[src/rtl/memory_arbiter_pkg.sv]
// memory_arbiter_pkg: types and constants shared by the memory arbiter and its
// winner-select sub-module.
//   state_e    : arbiter FSM encoding (idle, access in progress, ack cycle)
//   PORT_CPU   : bit index of the CPU requester in a one-hot grant
//   PORT_DMA   : bit index of the loader/debug DMA requester in a one-hot grant
//   CNT_WIDTH  : width of the access-cycle counter (ACCESS_CYCLES up to 15)
package memory_arbiter_pkg;

    typedef enum logic [1:0] {
        ST_IDLE   = 2'd0,
        ST_ACCESS = 2'd1,
        ST_DONE   = 2'd2
    } state_e;

    localparam int PORT_CPU  = 0;
    localparam int PORT_DMA  = 1;
    localparam int CNT_WIDTH = 4;

endpackage

[src/rtl/memory_arbiter_arb_pick.sv]
// arb_pick: combinational winner select for the two-port memory arbiter.
//   req_0      in  CPU request
//   req_1      in  DMA request
//   rr_last    in  port granted most recently (1 = DMA); only consulted on a tie
//   grant_next out one-hot winner, 00 when nobody requests
// Build option: define ARB_ROUND_ROBIN_EN to alternate ties between the ports;
// otherwise the CPU always wins a tie and the DMA port can starve.
module arb_pick
    import memory_arbiter_pkg::*;
(
    input  logic       req_0,
    input  logic       req_1,
    input  logic       rr_last,
    output logic [1:0] grant_next
);

    always_comb begin
        grant_next = 2'b00;
        if (req_0 && req_1) begin
`ifdef ARB_ROUND_ROBIN_EN
            // Tie goes to whichever port did not win last time.
            grant_next[PORT_CPU] = rr_last;
            grant_next[PORT_DMA] = ~rr_last;
`else
            grant_next[PORT_CPU] = 1'b1;
`endif
        end else if (req_0) begin
            grant_next[PORT_CPU] = 1'b1;
        end else if (req_1) begin
            grant_next[PORT_DMA] = 1'b1;
        end
    end

`ifndef ARB_ROUND_ROBIN_EN
    // Fixed priority has no use for the history bit.
    logic unused_rr;
    assign unused_rr = rr_last;
`endif

endmodule

[src/rtl/memory_arbiter.sv]
// memory_arbiter: shares the single memory_bus port between the CPU (port 0)
// and the loader/debug DMA (port 1). One access at a time: IDLE picks a
// winner and latches its fields, ACCESS holds them on the bus for
// ACCESS_CYCLES cycles, DONE pulses the winner's ack with the captured data.
//   clk, reset                  clock, synchronous active-high reset
//   req_x/we_x/address_x/wdata_x requester x command (held until ack_x)
//   ack_x, rdata_x              one-cycle completion pulse, read data (held)
//   mem_*                       memory_bus address/data/enable/write strobe
//   grant                       one-hot owner of the current access, 00 idle
//   busy                        high whenever the FSM is not idle
//   dbg_state_o                 raw FSM state for debug/observation
// Build option: ARB_ROUND_ROBIN_EN selects round-robin tie breaking (see arb_pick).
//
// Handshake: a requester raises req_x with stable fields and keeps them until
// it sees ack_x; the fields are captured on the grant edge, so later changes
// or a dropped req do not disturb an access already under way. Holding req_x
// through the ack cycle counts as the next request.
module memory_arbiter
    import memory_arbiter_pkg::*;
#(
    parameter int ACCESS_CYCLES = 2
) (
    input  logic        clk,
    input  logic        reset,
    input  logic        req_0,
    input  logic        we_0,
    input  logic [15:0] address_0,
    input  logic [7:0]  wdata_0,
    output logic        ack_0,
    output logic [7:0]  rdata_0,
    input  logic        req_1,
    input  logic        we_1,
    input  logic [15:0] address_1,
    input  logic [7:0]  wdata_1,
    output logic        ack_1,
    output logic [7:0]  rdata_1,
    output logic [15:0] mem_address,
    output logic [7:0]  mem_data_in,
    input  logic [7:0]  mem_data_out,
    output logic        mem_bus_enable,
    output logic        mem_write_en,
    output logic [1:0]  grant,
    output logic        busy,
    output logic [1:0]  dbg_state_o
);

    state_e               state_q;
    logic [CNT_WIDTH-1:0] cnt_q;
    logic [1:0]           grant_q;
    logic [1:0]           grant_d;
    logic                 ack_0_q, ack_1_q;
    logic [7:0]           rdata_0_q, rdata_1_q;
    logic [15:0]          mem_addr_q;
    logic [7:0]           mem_din_q;
    logic                 mem_en_q, mem_we_q;
    logic                 rr_last;
    logic                 start;

    assign start = (state_q == ST_IDLE) && (req_0 || req_1);

    arb_pick u_pick (
        .req_0      (req_0),
        .req_1      (req_1),
        .rr_last    (rr_last),
        .grant_next (grant_d)
    );

`ifdef ARB_ROUND_ROBIN_EN
    // Remembers who won the latest grant; reset value lets the CPU win the first tie.
    logic rr_last_q;
    always_ff @(posedge clk) begin
        if (reset) begin
            rr_last_q <= 1'b1;
        end else if (start) begin
            rr_last_q <= grant_d[PORT_DMA];
        end
    end
    assign rr_last = rr_last_q;
`else
    assign rr_last = 1'b1;
`endif

    always_ff @(posedge clk) begin
        if (reset) begin
            state_q    <= ST_IDLE;
            cnt_q      <= '0;
            grant_q    <= 2'b00;
            ack_0_q    <= 1'b0;
            ack_1_q    <= 1'b0;
            rdata_0_q  <= 8'h00;
            rdata_1_q  <= 8'h00;
            mem_addr_q <= 16'h0000;
            mem_din_q  <= 8'h00;
            mem_en_q   <= 1'b0;
            mem_we_q   <= 1'b0;
        end else begin
            case (state_q)
                ST_IDLE: begin
                    if (start) begin
                        state_q  <= ST_ACCESS;
                        grant_q  <= grant_d;
                        cnt_q    <= CNT_WIDTH'(ACCESS_CYCLES - 1);
                        mem_en_q <= 1'b1;
                        if (grant_d[PORT_CPU]) begin
                            mem_addr_q <= address_0;
                            mem_din_q  <= wdata_0;
                            mem_we_q   <= we_0;
                        end else begin
                            mem_addr_q <= address_1;
                            mem_din_q  <= wdata_1;
                            mem_we_q   <= we_1;
                        end
                    end
                end
                ST_ACCESS: begin
                    // memory_bus registers the strobe, so one cycle of it is one write.
                    mem_we_q <= 1'b0;
                    if (cnt_q == '0) begin
                        state_q    <= ST_DONE;
                        mem_en_q   <= 1'b0;
                        mem_addr_q <= 16'h0000;
                        mem_din_q  <= 8'h00;
                        if (grant_q[PORT_CPU]) begin
                            rdata_0_q <= mem_data_out;
                            ack_0_q   <= 1'b1;
                        end else begin
                            rdata_1_q <= mem_data_out;
                            ack_1_q   <= 1'b1;
                        end
                    end else begin
                        cnt_q <= cnt_q - 1'b1;
                    end
                end
                ST_DONE: begin
                    ack_0_q <= 1'b0;
                    ack_1_q <= 1'b0;
                    grant_q <= 2'b00;
                    state_q <= ST_IDLE;
                end
                default: begin
                    state_q <= ST_IDLE;
                end
            endcase
        end
    end

    assign ack_0          = ack_0_q;
    assign ack_1          = ack_1_q;
    assign rdata_0        = rdata_0_q;
    assign rdata_1        = rdata_1_q;
    assign mem_address    = mem_addr_q;
    assign mem_data_in    = mem_din_q;
    assign mem_bus_enable = mem_en_q;
    assign mem_write_en   = mem_we_q;
    assign grant          = grant_q;
    assign busy           = (state_q != ST_IDLE);
    assign dbg_state_o    = state_q;

endmodule

[config.mk]
export PLATFORM = sky130hd
export DESIGN_NAME = memory_arbiter
export DESIGN_NICKNAME = d
export VERILOG_FILES = /design/src/rtl/memory_arbiter_pkg.sv /design/src/rtl/memory_arbiter_arb_pick.sv /design/src/rtl/memory_arbiter.sv
export SDC_FILE = /design/constraint.sdc
export NUM_CORES = 1
export LEC_CHECK = 0
export ABC_CLOCK_PERIOD_IN_PS = 2020
export CAP_MARGIN = 20
export CORE_UTILIZATION = 40
export CTS_CLUSTER_SIZE = 24
export DETAILED_ROUTE_END_ITERATION = 8
export HOLD_SLACK_MARGIN = 0.1
export PLACE_DENSITY_LB_ADDON = 0.05
export RECOVER_POWER = 100
export SETUP_SLACK_MARGIN = 0.15
export SLEW_MARGIN = 20
export SYNTH_ARGS = -nofsm -noshare
export SYNTH_HDL_FRONTEND = slang
export SYNTH_SLANG_ARGS = --single-unit
[constraint.sdc]
create_clock -name clk -period 2.02 [get_ports clk]
set_input_delay 0.404 -clock clk [delete_from_list [all_inputs] [get_ports clk]]
set_output_delay 0.404 -clock clk [all_outputs]
set_load 0.02 [all_outputs]
==> metrics <==
post-synthesis sequential area ratio 46.5%; I/O pins ~110; Routed WL per cell 12.9 microns; Critical Path AT 1.45 ns; Post-synth ARST share 0%; min-delay worst type primary input to register; RSZ-0062 raised after global routing yes; gr usage total 19.6%; final setup vio count 0; slowest CP cell dlygate4sd3_1; MaxCap Viol Count 0; number of synthesized flops with an enable pin 0; ANT cells 0; post-synth top area cell dfxtp_1; crit path max fanout 10; latest clock arrival within the worst-skew pair ~0.29 ns; Vert. Die Dim 76.9 microns; worst setup path startpoint dbg_state_o[1]; DRT iter0 DRCs 97; Synth area leaders dfxtp_1 (46%), mux2i_1 (9.4%), mux2_2 (9.0%); commonest non-fill, non-tap cell in the layout clkdlybuf4s50_1; period utilization 91.6%; measured slew at the worst slew-check pin 0.510 ns; Pins Over Slew Limit 0; critical path class register to primary output; Max clock buf depth 2; total CTS buffers 5; largest net degree at the start of global routing 26; main flop type after synthesis dfxtp_1; R2R Path End rdata_1[6]; grt ovf 0; setup ws final roughly 0.17 ns; Final nets 429; CTS root buf clkbuf_8; chip width 76.9 microns; mean post-synth cell area 8.93 sq um; CP startpoint kind register; RR Startpoint cnt_q[0]; clk_skew around 0.0078 ns; CP Capture Type primary output; post-synth cell types 26; die area 5910 sq um; post-route ant nets 0; YS warnings 0; P&R area growth vs syn 57.3%; CP cell instances dlygate4sd3_1; Detailed Routing Iterations Pass 1 5; GPL Wtd Cong 0.801; Synth Instances 251; fmax 540 MHz; R2R Setup Slk 0.20 ns; clock sink total 52; vias in the first global route 2014; share of cells above drive strength 1 11.0%; first-pass GRT wire length 9.49 mm; pwr/cell area around 720 nW/um^2; CTS tree built; Worst path max stage delay 0.72 ns; H-tree depth 2; Rows 26; most frequent cells in the layout clkdlybuf4s50_1 (59), dfxtp_1 (51), dlygate4sd3_1 (49); Lkg Pwr approximately 1.6 nW; post-layout minimum cycle time 1.85 ns; Crit path depth 1; Mapped Nets between 300 and 400; Core Region 5240 sq um; Reg2Reg Depth 6; status complete, no violations; Port Buffers 110; Setup crit end dbg_state_o[1]; Place WS -0.0293 ns; vias per cell 4.96; endpoints failing hold 0; Critical Path RT roughly 1.6 ns; crit path buf inv count 1; antenna violations before repair 0; hpwl dp between 4 and 5 mm; clk slew on worst S/H paths 0.08 ns; starting density of the core 42.8%; VDD IR-drop max 0.000458 V; routed via count 2149; share of the synthesized area in the top cell type between 40% and 50%; Post-Syn Area ~2200 sq um; Slew headroom 66.0%; Yosys reg bits 52; post-layout instance area about 3500 sq um; Placed Area 3460 sq um; Post-Route WL between 5 and 6 mm; cell family with most CP delay buffers and inverters; DRC 0
-- registers in the layout (all words and copies together) (netlist names) --
register and cells:
dbg_state_o 2, mem_data_in 8, mem_bus_enable 1, rdata_0 8, mem_write_en 1, ack_0 1, grant 2, cnt_q 4
mem_address 16, rdata_1 8, ack_1 1
-- stage by stage --
stage	util (%)	power (W)	hold WS [ns]	TNS (ns)	std cells
4_1_cts	67.6	0.00261	0.356	0	433
3_5_place_dp	66.0	0.00208	0.455	-0.0318	428
3_3_place_gp	66.0	0.00207	0.446	0	428
2_1_floorplan	-	0.00166	0.462	0	251
6_report	67.3	0.00252	0.367	0	433
5_1_grt	67.3	0.00268	0.356	0	433
-- synthesized netlist by cell type (3+ instances only) --
master / n
clkbuf_1: 10
mux2i_1: 21
o21ai_0: 3
nor2_1: 33
nor3_1: 7
inv_1: 3
buf_2: 4
nor2b_1: 3
nand3_1: 22
nand2_1: 25
o22a_1: 5
a21oi_1: 24
dfxtp_1: 52
mux2_2: 18
nand2b_1: 3
-- kinds of logic after synthesis --
kind of cell             after synthesis  synth area share (%)
adder cells (fa/ha/maj)                2                  1.12
AND/OR/NAND/NOR                       98                  19.5
flip-flops                            52                  46.5
multiplexers                          39                  18.4
XOR/XNOR                               2                 0.782
buffers and inverters                 21                  4.13
AO/OA/AOI/OAI                         37                  9.60
-- how the worst min path moves through the flow --
| stage | startpoint | to | slack [ns] | cells after the start |
|---|---|---|---|---|
| final | reset | cnt_q[0] | 0.37 | 2 |
| after global routing | reset | cnt_q[0] | 0.36 | 2 |
| after CTS | reset | cnt_q[0] | 0.36 | 2 |
| after detailed placement | ack_1 | ack_1 | 0.46 | 2 |
| after global placement | ack_1 | ack_1 | 0.45 | 2 |
| after floorplan | cnt_q[1] | cnt_q[1] | 0.46 | 2 |
-- where the power goes --
| part | total (W) | switching (W) | internal [W] |
|---|---|---|---|
| clock | 0.000515 | 0.000291 | 0.000224 |
| sequential | 0.00118 | 0.0000563 | 0.00113 |
| combinational | 0.000823 | 0.000419 | 0.000404 |
-- area by class of cell --
| class | instances | area (sq um) |
|---|---|---|
| Fill cell | 470 | 1710 |
| Timing Repair Buffer | 125 | 1190 |
| Multi-Input combinational cell | 178 | 1120 |
| Sequential cell | 52 | 1040 |
| Tap cell | 70 | 87.6 |
| Clock buffer | 5 | 68.8 |
| Inverter | 3 | 11.3 |
-- metal layers --
metal	track usage [%]	share of wire, %
met2	31.3	46
met3	4.52	7.0
met1	26.0	46
met5	0	0
met4	6.15	0.64
-- what timing repair did --
item | CTS | global route
resized for setup | 4 | 2
buffers inserted | 0 | 0
endpoints found under the setup margin | 21 | 6
hold endpoints to repair | 0 | 0
hold buffers | 0 | 0
Power figures use the tool's default switching activity.
==> patch (config.mk and constraints unchanged) <==
The package constant `CNT_WIDTH` goes from 4 to 6.
--- a/src/rtl/memory_arbiter_pkg.sv
+++ b/src/rtl/memory_arbiter_pkg.sv
@@ -16,3 +16,3 @@
     localparam int PORT_DMA  = 1;
-    localparam int CNT_WIDTH = 4;
+    localparam int CNT_WIDTH = 6;
 
Check against the original RTL: same outputs for any inputs over 10 cycles, from zero or initial values and one cycle with reset high; that may be too few to reach the edited logic, so the function may still have changed.
==> patch against the unedited design <==
Cell count shrank 4.2%. Register-to-register slack is essentially flat. Synthesized cell count shrank 8.8%. Global-route usage shrank 0.27 points. Sequential cell count grew 2. Critical endpoint unchanged. Wire length shrank 0.11%. Setup slack gained 0.0082 ns. Design area grew 2.5%. Area after synthesis grew 1.8%.
Power is not compared: it rests on default switching activity, and its combinational part moved more than twofold at a synthesized area within 25%.
==> patch: results <==
metrics = {
    "placed_design": {
        "hpwlAfterDp_um": 4180,
        "placement.cell_area_mm2": 0.00352,
        "place_congestion": 0.798,
    },
    "worst_setup_path": {
        "timing.critical_path.slowest_cell_delay_ns": 0.66,
        "critPathMaxFanout": 8,
        "timing.critical_path.slowest_stage_cell": "clkdlybuf4s50_1",
        "critical-path-top-delay-family": "buffers and inverters",
    },
    "route": {
        "finalWirelength_um": 5590,
        "routed-via-count": 2055,
        "drt_first_iter_violations": 107,
        "firstDrtPassIters": 4,
        "drt-vias-per-instance": 4.95,
    },
    "layout": {
        "number_of_flip_flops_in_the_largest_register": 16,
        "proportion_of_layout_cells_with_a_drive_suffix_above_1": 0.0612,
        "finalNetCount": 406,
        "antenna-diode-count": 0,
    },
    "clock_network": {
        "clock_transition_at_path_regs_ns": 0.10,
        "cts.root.buffer_cell": "clkbuf_8",
    },
    "min_path": {
        "hp-class": "reg2reg",
    },
    "synth": {
        "yosys.area.top_type_share": 0.474,
        "mapped_avg_cell_area_um2": 9.97,
        "synth.distinct_cells": 29,
        "synthTopCellsByArea": "dfxtp_1, mux2i_1, o2bb2ai_1",
        "ys_top_cells_by_count": "dfxtp_1, mux2i_1, nor2_1, o2bb2ai_1, nand2b_1",
        "synth_seq_area_share": 0.474,
        "synth_nets": 293,
        "yosys.cell_count.top_type": "dfxtp_1",
    },
    "pwr": {
        "ir_drop_v": 0.000637,
    },
    "global_routing": {
        "grt_first_pass_wirelength_um": 9340,
        "grt_start_max_net_pins": 29,
        "first_global_vias": 2021,
        "gr-usage-all-layers": 0.193,
    },
    "sta": {
        "fin_skew_ns": 0.00900,
        "worst-slew-pin-transition_ns": 0.485,
    },
    "outcome": {
        "status": "complete, no violations",
    },
}
patch: metal layers:
layer / part of all wire / track usage / up-vias / wire (um)
met4: 0.0077 / 0.0415 / 0 / 43
met5: 0 / 0 / - / 0
li1: - / - / 1045 / -
met1: 0.44 / 0.236 / 954 / 2470
met3: 0.049 / 0.0553 / 4 / 273
met2: 0.50 / 0.336 / 52 / 2810
patch: kinds of logic (layout without fill, tap and decap cells):
| family | after synthesis | after routing | synth area share |
|---|---|---|---|
| adders and majority gates | 2 | 2 | 0.0110 |
| DFF | 54 | 54 | 0.474 |
| buffers and inverters | 21 | 135 | 0.0400 |
| muxes | 44 | 44 | 0.193 |
| AOI/OAI and AO/OA | 38 | 38 | 0.128 |
| and+or+nand+nor | 70 | 70 | 0.155 |
patch: path summary, 6_finish.rpt:
| path | cells past startpoint | end | slack, ns | from |
|---|---|---|---|---|
| worst max-delay path | 1 | dbg_state_o[1] | 0.18 | dbg_state_o[1] |
| worst max register to register | 4 | rdata_1[6] | 0.20 | cnt_q[2] |
| worst min-delay path | 1 | mem_address[15] | 0.46 | mem_address[15] |
| worst min register to register | 1 | mem_address[15] | 0.46 | mem_address[15] |
patch: final cells by class:
cell class,count,area (um^2)
multi-input combinational,154,1100
inverter,5,18.8
fill,498,1890
clock inverter,3,47.5
clock buffer,5,68.8
sequential,54,1080
tap,72,90.1
timing repair buffer,122,1200
patch: through the flow:
step	setup WS, ns	hold slack, ns
3_3_place_gp	0.151	0.444
4_1_cts	0.236	0.472
5_1_grt	0.112	0.489
2_1_floorplan	0.333	0.454
6_report	0.178	0.461
3_5_place_dp	0.113	0.447
patch: timing repair:
action	in CTS	in global routing
endpoints found under the setup margin	1	0
buffers inserted	0	0
resized for setup	3	0
patch: power by group through the flow:
stage               clock [mW]  sequential, mW  combinational [mW]
finish                   0.739            1.53                2.00
global placement             0            1.55                2.11
global route             0.804            1.57                2.18
detailed placement           0            1.56                2.14
CTS                      0.759            1.54                2.14
floorplan                    0            1.80               0.981
